## src/rtl/vga_sync.sv

```systemverilog
// 640x480@60 VGA pixel-timing generator: row/column counters plus registered syncs.
// Optional macro VGA_SYNC_PIXDIV_EN: divide clk by two to make a pixel enable.
module vga_sync #(
    parameter int H_VISIBLE = 640,
    parameter int H_FRONT   = 16,
    parameter int H_SYNC    = 96,
    parameter int H_BACK    = 48,
    parameter int V_VISIBLE = 480,
    parameter int V_FRONT   = 10,
    parameter int V_SYNC    = 2,
    parameter int V_BACK    = 33
) (
    input  logic       clk,
    input  logic       reset,
    output logic       pix_tick,
    output logic [9:0] r,
    output logic [9:0] c,
    output logic       hsync,
    output logic       vsync,
    output logic       video_on,
    output logic       frame_end
);

    localparam int H_TOTAL = H_VISIBLE + H_FRONT + H_SYNC + H_BACK;
    localparam int V_TOTAL = V_VISIBLE + V_FRONT + V_SYNC + V_BACK;

    localparam logic [9:0] H_LAST   = 10'(H_TOTAL - 1);
    localparam logic [9:0] V_LAST   = 10'(V_TOTAL - 1);
    localparam logic [9:0] H_VIS    = 10'(H_VISIBLE);
    localparam logic [9:0] V_VIS    = 10'(V_VISIBLE);
    localparam logic [9:0] HS_FIRST = 10'(H_VISIBLE + H_FRONT);
    localparam logic [9:0] HS_LAST  = 10'(H_VISIBLE + H_FRONT + H_SYNC - 1);
    localparam logic [9:0] VS_FIRST = 10'(V_VISIBLE + V_FRONT);
    localparam logic [9:0] VS_LAST  = 10'(V_VISIBLE + V_FRONT + V_SYNC - 1);

    logic [9:0] r_q, r_d;
    logic [9:0] c_q, c_d;
    logic       hsync_q, hsync_d;
    logic       vsync_q, vsync_d;
    logic       video_on_q, video_on_d;
    logic       frame_end_q, frame_end_d;
    logic       tick_next;

`ifdef VGA_SYNC_PIXDIV_EN
    logic phase_q, phase_d;

    // Phase flop toggles every clk; its next value is next cycle's pixel enable.
    always_comb begin
        phase_d   = ~phase_q;
        tick_next = phase_d;
    end

    // Phase register.
    always_ff @(posedge clk) begin
        if (reset) begin
            phase_q <= 1'b0;
        end else begin
            phase_q <= phase_d;
        end
    end

    assign pix_tick = phase_q;
`else
    assign tick_next = 1'b1;
    assign pix_tick  = 1'b1;
`endif

    // Counter advance; syncs and frame_end are decoded from the next counter values
    // so that every registered output lines up with the r/c shown in the same cycle.
    always_comb begin
        r_d = r_q;
        c_d = c_q;
        if (pix_tick) begin
            if (c_q == H_LAST) begin
                c_d = 10'd0;
                if (r_q == V_LAST) begin
                    r_d = 10'd0;
                end else begin
                    r_d = r_q + 10'd1;
                end
            end else begin
                c_d = c_q + 10'd1;
            end
        end else begin
            c_d = c_q;
        end
        hsync_d     = !((c_d >= HS_FIRST) && (c_d <= HS_LAST));
        vsync_d     = !((r_d >= VS_FIRST) && (r_d <= VS_LAST));
        video_on_d  = (r_d < V_VIS) && (c_d < H_VIS);
        frame_end_d = tick_next && (r_d == V_LAST) && (c_d == H_LAST);
    end

    // Output/counter registers; reset wins over counting.
    always_ff @(posedge clk) begin
        if (reset) begin
            r_q         <= 10'd0;
            c_q         <= 10'd0;
            hsync_q     <= 1'b1;
            vsync_q     <= 1'b1;
            video_on_q  <= 1'b1;
            frame_end_q <= 1'b0;
        end else begin
            r_q         <= r_d;
            c_q         <= c_d;
            hsync_q     <= hsync_d;
            vsync_q     <= vsync_d;
            video_on_q  <= video_on_d;
            frame_end_q <= frame_end_d;
        end
    end

    assign r         = r_q;
    assign c         = c_q;
    assign hsync     = hsync_q;
    assign vsync     = vsync_q;
    assign video_on  = video_on_q;
    assign frame_end = frame_end_q;

endmodule

```

## config.mk

```make
export PLATFORM = sky130hd
export DESIGN_NAME = vga_sync
export DESIGN_NICKNAME = d
export VERILOG_FILES = /design/src/rtl/vga_sync.sv
export SDC_FILE = /design/constraint.sdc
export NUM_CORES = 1
export LEC_CHECK = 0
export BUFFER_PORTS_ARGS = -buffer_cell sky130_fd_sc_hd__buf_2
export CAP_MARGIN = 5
export CORE_ASPECT_RATIO = 1.75
export CORE_UTILIZATION = 40
export CTS_BUF_LIST = sky130_fd_sc_hd__clkbuf_4 sky130_fd_sc_hd__clkbuf_8
export DETAILED_ROUTE_END_ITERATION = 10
export GPL_ROUTABILITY_DRIVEN = 0
export HOLD_SLACK_MARGIN = 0.02
export RECOVER_POWER = 100
export SYNTH_ARGS = -nofsm -noshare
export SYNTH_HDL_FRONTEND = slang
export SYNTH_SLANG_ARGS = --single-unit
```

## constraint.sdc

```tcl
create_clock -name clk -period 4.34 [get_ports clk]
set_input_delay 0.651 -clock clk [delete_from_list [all_inputs] [get_ports clk]]
set_output_delay 0.651 -clock clk [all_outputs]
set_load 0.02 [all_outputs]
```

# Word level (Yosys, flattened, before mapping)
# Index checks and enable logic that the tools add are counted.
[classes] add_sub_neg=2 order_cmp=6 eq_ne=4 muxes=3 n_reduce_logical=6
[op_table] operator="$eq 10x10->1 const B" n=4
[op_table] operator="$mux 10" n=3
[op_table] operator="$add 10x1->10 const B" n=2
[op_table] operator="$ge 10x10->1 const B" n=1
[op_table] operator="$ge 10x9->1 const B" n=1
[op_table] operator="$le 10x10->1 const B" n=1
[op_table] operator="$le 10x9->1 const B" n=1
[op_table] operator="$lt 10x10->1 const B" n=1
[op_table] operator="$lt 10x9->1 const B" n=1
[op_table] operator="$logic_and 1x1->1" n=4
[op_table] operator="$logic_not 1->1" n=2
[totals] reg_bits=24 out_inout_bits=25 wordCells=27

# Longest topological paths before layout
[depth] word_depth=6 ltp_mapped=8 ltp_nobuf=8

# Least setup slack after synthesis
# No wires, ideal clock.
[synth_timing] path_type="register -> register" from="register c_q[0], in the netlist c[0]" to="register video_on_q, in the netlist video_on" arrival_time_ps=2268 t_required_ps=4207 slack_ps=1938 path_stages_with_launch=9 period_less_slack_ps=2402 path_cell_list="dfxtp_1 ha_1 nand4_2 or3_1 buf_2 or4b_4 o21a_1 a31oi_1 a31oi_1"
[synth_via] elab_chain_cells=4 elab_cells_between_ends=7 classes_between="add/sub (1); order compare (2); eq/ne (1); mux (2); reduce/logical (1)"
[synth_rtl] element="start: declaration" line="37" text="logic [9:0] c_q, c_d;"
[synth_rtl] element="start signal: assignment" line="97" text="c_q <= 10'd0;"
[synth_rtl] element="start signal: assignment" line="104" text="c_q <= c_d;"
[synth_rtl] element="$add 10x1->10 / $eq 10x10->1 (equally long branches)" line="82, 74"
[synth_rtl] element="$mux 10" line="74" text="if (c_q == H_LAST) begin"
[synth_rtl] element="$lt 10x10->1 / $lt 10x9->1 (equally long branches)" line="89" text="video_on_d = (r_d < V_VIS) && (c_d < H_VIS);"
[synth_rtl] element="$logic_and 1x1->1 *" line="89"
[synth_rtl] element="end signal: assignment" line="107" text="video_on_q <= video_on_d;"
[synth_rtl] element="end: declaration" line="40" text="logic video_on_q, video_on_d;"
# Mark *: on every way between the ends. The rest lies on a longest branch, timed or not.
# A chain may end at the register's enable or synchronous reset.

# Final worst setup path
[layout_timing] from="register c_q[0], in the netlist c[0]" to="register vsync_q, in the netlist vsync"
[layout_via] elab_chain_cells=5 elab_cells_between_ends=6 classes_between="order compare (2); eq/ne (1); mux (1); reduce/logical (2)"
[layout_rtl] element="$eq 10x10->1 *" line="74"
[layout_rtl] element="$mux 10 *" line="74"
[layout_rtl] element="$ge 10x9->1 / $le 10x9->1 (equally long branches)" line="88" text="vsync_d = !((r_d >= VS_FIRST) && (r_d <= VS_LAST));"
[layout_rtl] element="$logic_and 1x1->1 *" line="88"
[layout_rtl] element="$logic_not 1->1 *" line="88"
[layout_rtl] element="end signal: assignment" line="106" text="vsync_q <= vsync_d;"
[layout_rtl] element="end: declaration" line="39" text="logic vsync_q, vsync_d;"
# Marks and branches as above.

==> out/results.ini <==
[power_and_ir_drop]
intPower_mw=0.308
power_density_mw_per_mm2=246
vdd_drop_max_mv=0.159
p_sw_share_pct=21.8
pwr-share-seq_pct=57.4
clockPowerShare_pct=38.7
p_leak_nw=0.486
p_comb_share_pct=4.0
switching_power_mw=0.0856

[sta]
slew_headroom_pct=39.3
setup_violations=0
rsz0062_at_grt=false
min_period_ps=3150
fin_skew_ps=3.60
hold_violations=0
worst_pin_slew_ps=903
drv_slew=0
finalCritPeriodShare_pct=72.6
setup_tns_ps=0
max_clock_freq_mhz=317

[global_routing]
grt_pass1_wl_mm=5.53
globalRouteOverflowTotal=0
grt_max_degree=22
track_usage_pct=19.6
grt_antenna_before_repair=0
grt_pass1_vias=1268

[synth]
syn_inst=181
synthesis.nets=187
synth_largest_area_cell=dfxtp_1
ys_seq_elements=24
synth_ff_type=dfxtp_1
synthTopCellsByCount=dfxtp_1 (24), nand2_1 (17), nor2_1 (15)
yosysMostFrequentCell=dfxtp_1
synth_edf_count=0
ys_seq_area_share_pct=32.8
synth.area.top_cells=dfxtp_1 (33%), nand2_1 (4.4%), xnor2_1 (4.2%), nor2_1 (3.8%), a21oi_1 (3.4%)
synth_top_area_share_pct=32.8
avgSynthCellArea_sq_um=8.08
synth_area_sq_mm=0.00146
synth.distinct_cells=50
async_reset_ff_share_pct=0
yosysWarningCount=0

[critical_path]
cp_slowest_cell=nor3_1
crit_path_start_kind=flip-flop
cp-end-kind=flip-flop
path_common_cell=nand4_1
cp_data_required_time_ps=4470
cp.arrival_ps=3290
critPathMaxFanout=11
cp_slowest_stage_delay_ps=780
crit_type=reg -> reg
crit_chain=ha_1 > nand4_1 > nor3_1 > clkbuf_1 > o21ai_0 > a2111oi_0 > nand4_1

[placed_design]
io_buffers=25
dpl.hpwl_mm=2.72
place_inst=242

[clocking]
ctsResizeCount=0
htreeDepth=1
hold_buffers=0
post_cts_buffers=0
clockBufferDepth=2
insertion_delay_ps=270
numCtsBuffers=3
cts_root_buffer=clkbuf_8
cts.sinks=24
clk_pin_slew_worst_paths_ps=80
cts_tree=yes

[final_layout]
layout.cells.non_filler=246
seq_area_sq_um=480
nFillCells=392
nets=208
antennaDiodeCount=0
multiInputGateArea_sq_um=886
syn2layout_area_growth_pct=9.32
drive_above_1_share_pct=4.98

[die]
rows=28
core_area_sq_mm=0.00343
die_x_microns=47.7
die-area_sq_mm=0.00391
ios=27
initial_utilization_pct=42.6
die_y_microns=82.0

[detailed_routing]
routed_wl_mm=3.61
num_vias=1421
routedWlPerCell_microns=14.7
drt-pass1-iter-count=4
vias_per_cell=5.78
drc_errors=0
ant_nets=0
drt-initial-drc-count=16

[run]
maxCapViolCount=0

[outcome]
status=finished, final reports clean

[min_path]
hold_class=reg -> reg

## critical path: cells and delay by family (launching register included)
family	cells	cell delay, ps
AO/OA/AOI/OAI	2	760
adder cells (fa/ha/maj)	1	300
buffers and inverters	1	440
flip-flops	1	410
AND/OR/NAND/NOR	3	1110
## cell usage in the layout (no fill, tap or decap), types with 2 or more instances in the layout
cell      Yosys  final
xnor2_1       7      7
xor2_1        4      4
clkbuf_8      0      4
inv_1         6      6
a31oi_1       6      6
nand2b_1      3      3
nand2_1      17     17
mux2i_1       2      2
and3_1        4      4
nor3_1        9     10
ha_1          4      4
a21oi_1      10     11
o21ai_0       8      8
nor4b_1       2      2
nor2b_1       3      3
and4_1        2      2
clkbuf_1      5     25
nand3_1       7      7
nand4_1       7      8
o21a_1        2      2
a22oi_1       2      2
dfxtp_1      24     24
nor2_1       15     15
nor4_1        2      2
or3_1         2      2
## worst paths after layout
check | startpoint | slack (ps) | cells past startpoint | to
hold reg to reg | c[0] | 540 | 1 | c[0]
hold / removal | c[0] | 540 | 1 | c[0]
setup reg to reg | c[0] | 1190 | 7 | vsync
setup / recovery | c[0] | 1190 | 7 | vsync
## final cells by class
type	count	share of cell area, %
clock buffer	4	3.44
inverter	6	1.41
multi-input combinational	141	55.4
sequential	24	30.0
tap	45	3.52
timing repair buffer	26	6.18
## state kept, by name, summed over array words and instances (netlist names), named ones only
name,count
c,10
frame_end,1
hsync,1
r,9
video_on,1
vsync,1
## through the flow
step | setup WS [ps] | total power [mW] | hold WS [ps] | cell area (sq um) | utilization [%]
after global placement | 1860 | 0.247 | 499 | 1590 | 46.4
after floorplan | 1940 | 0.243 | 593 | 1460 | -
after detailed placement | 1710 | 0.248 | 526 | 1590 | 46.4
final | 1190 | 0.393 | 540 | 1600 | 46.6
after CTS | 1690 | 0.399 | 540 | 1650 | 48.0
after global routing | 857 | 0.411 | 581 | 1600 | 46.6
## routing by layer
layer / vias to the layer above / routed length [microns] / GRT usage, %
li1: 700 / - / -
met1: 675 / 1420 / 21.9
met2: 33 / 1960 / 33.8
met3: 13 / 111 / 1.32
met4: 0 / 122 / 11.9
met5: - / 0 / 0
## power by group through the flow
stage               registers, mW  clock network [mW]  logic, mW
floorplan                   0.233                   0    0.00933
global placement            0.230                   0     0.0160
detailed placement          0.231                   0     0.0165
CTS                         0.226               0.157     0.0165
global route                0.226               0.167     0.0177
finish                      0.226               0.152     0.0155
## kinds of logic (layout without fill, tap and decap cells)
group | count (synthesis) | count (layout) | synth area share, %
simple gates | 86 | 86 | 33.8
compound gates | 36 | 36 | 15.4
flops | 24 | 24 | 32.8
buf+inv | 16 | 36 | 5.56
xor+xnor | 11 | 11 | 6.59
fa+ha+maj | 4 | 4 | 3.42
mux | 3 | 3 | 2.14
other cells | 1 | 1 | 0.256
No activity file was read; power rests on OpenSTA's default activity.
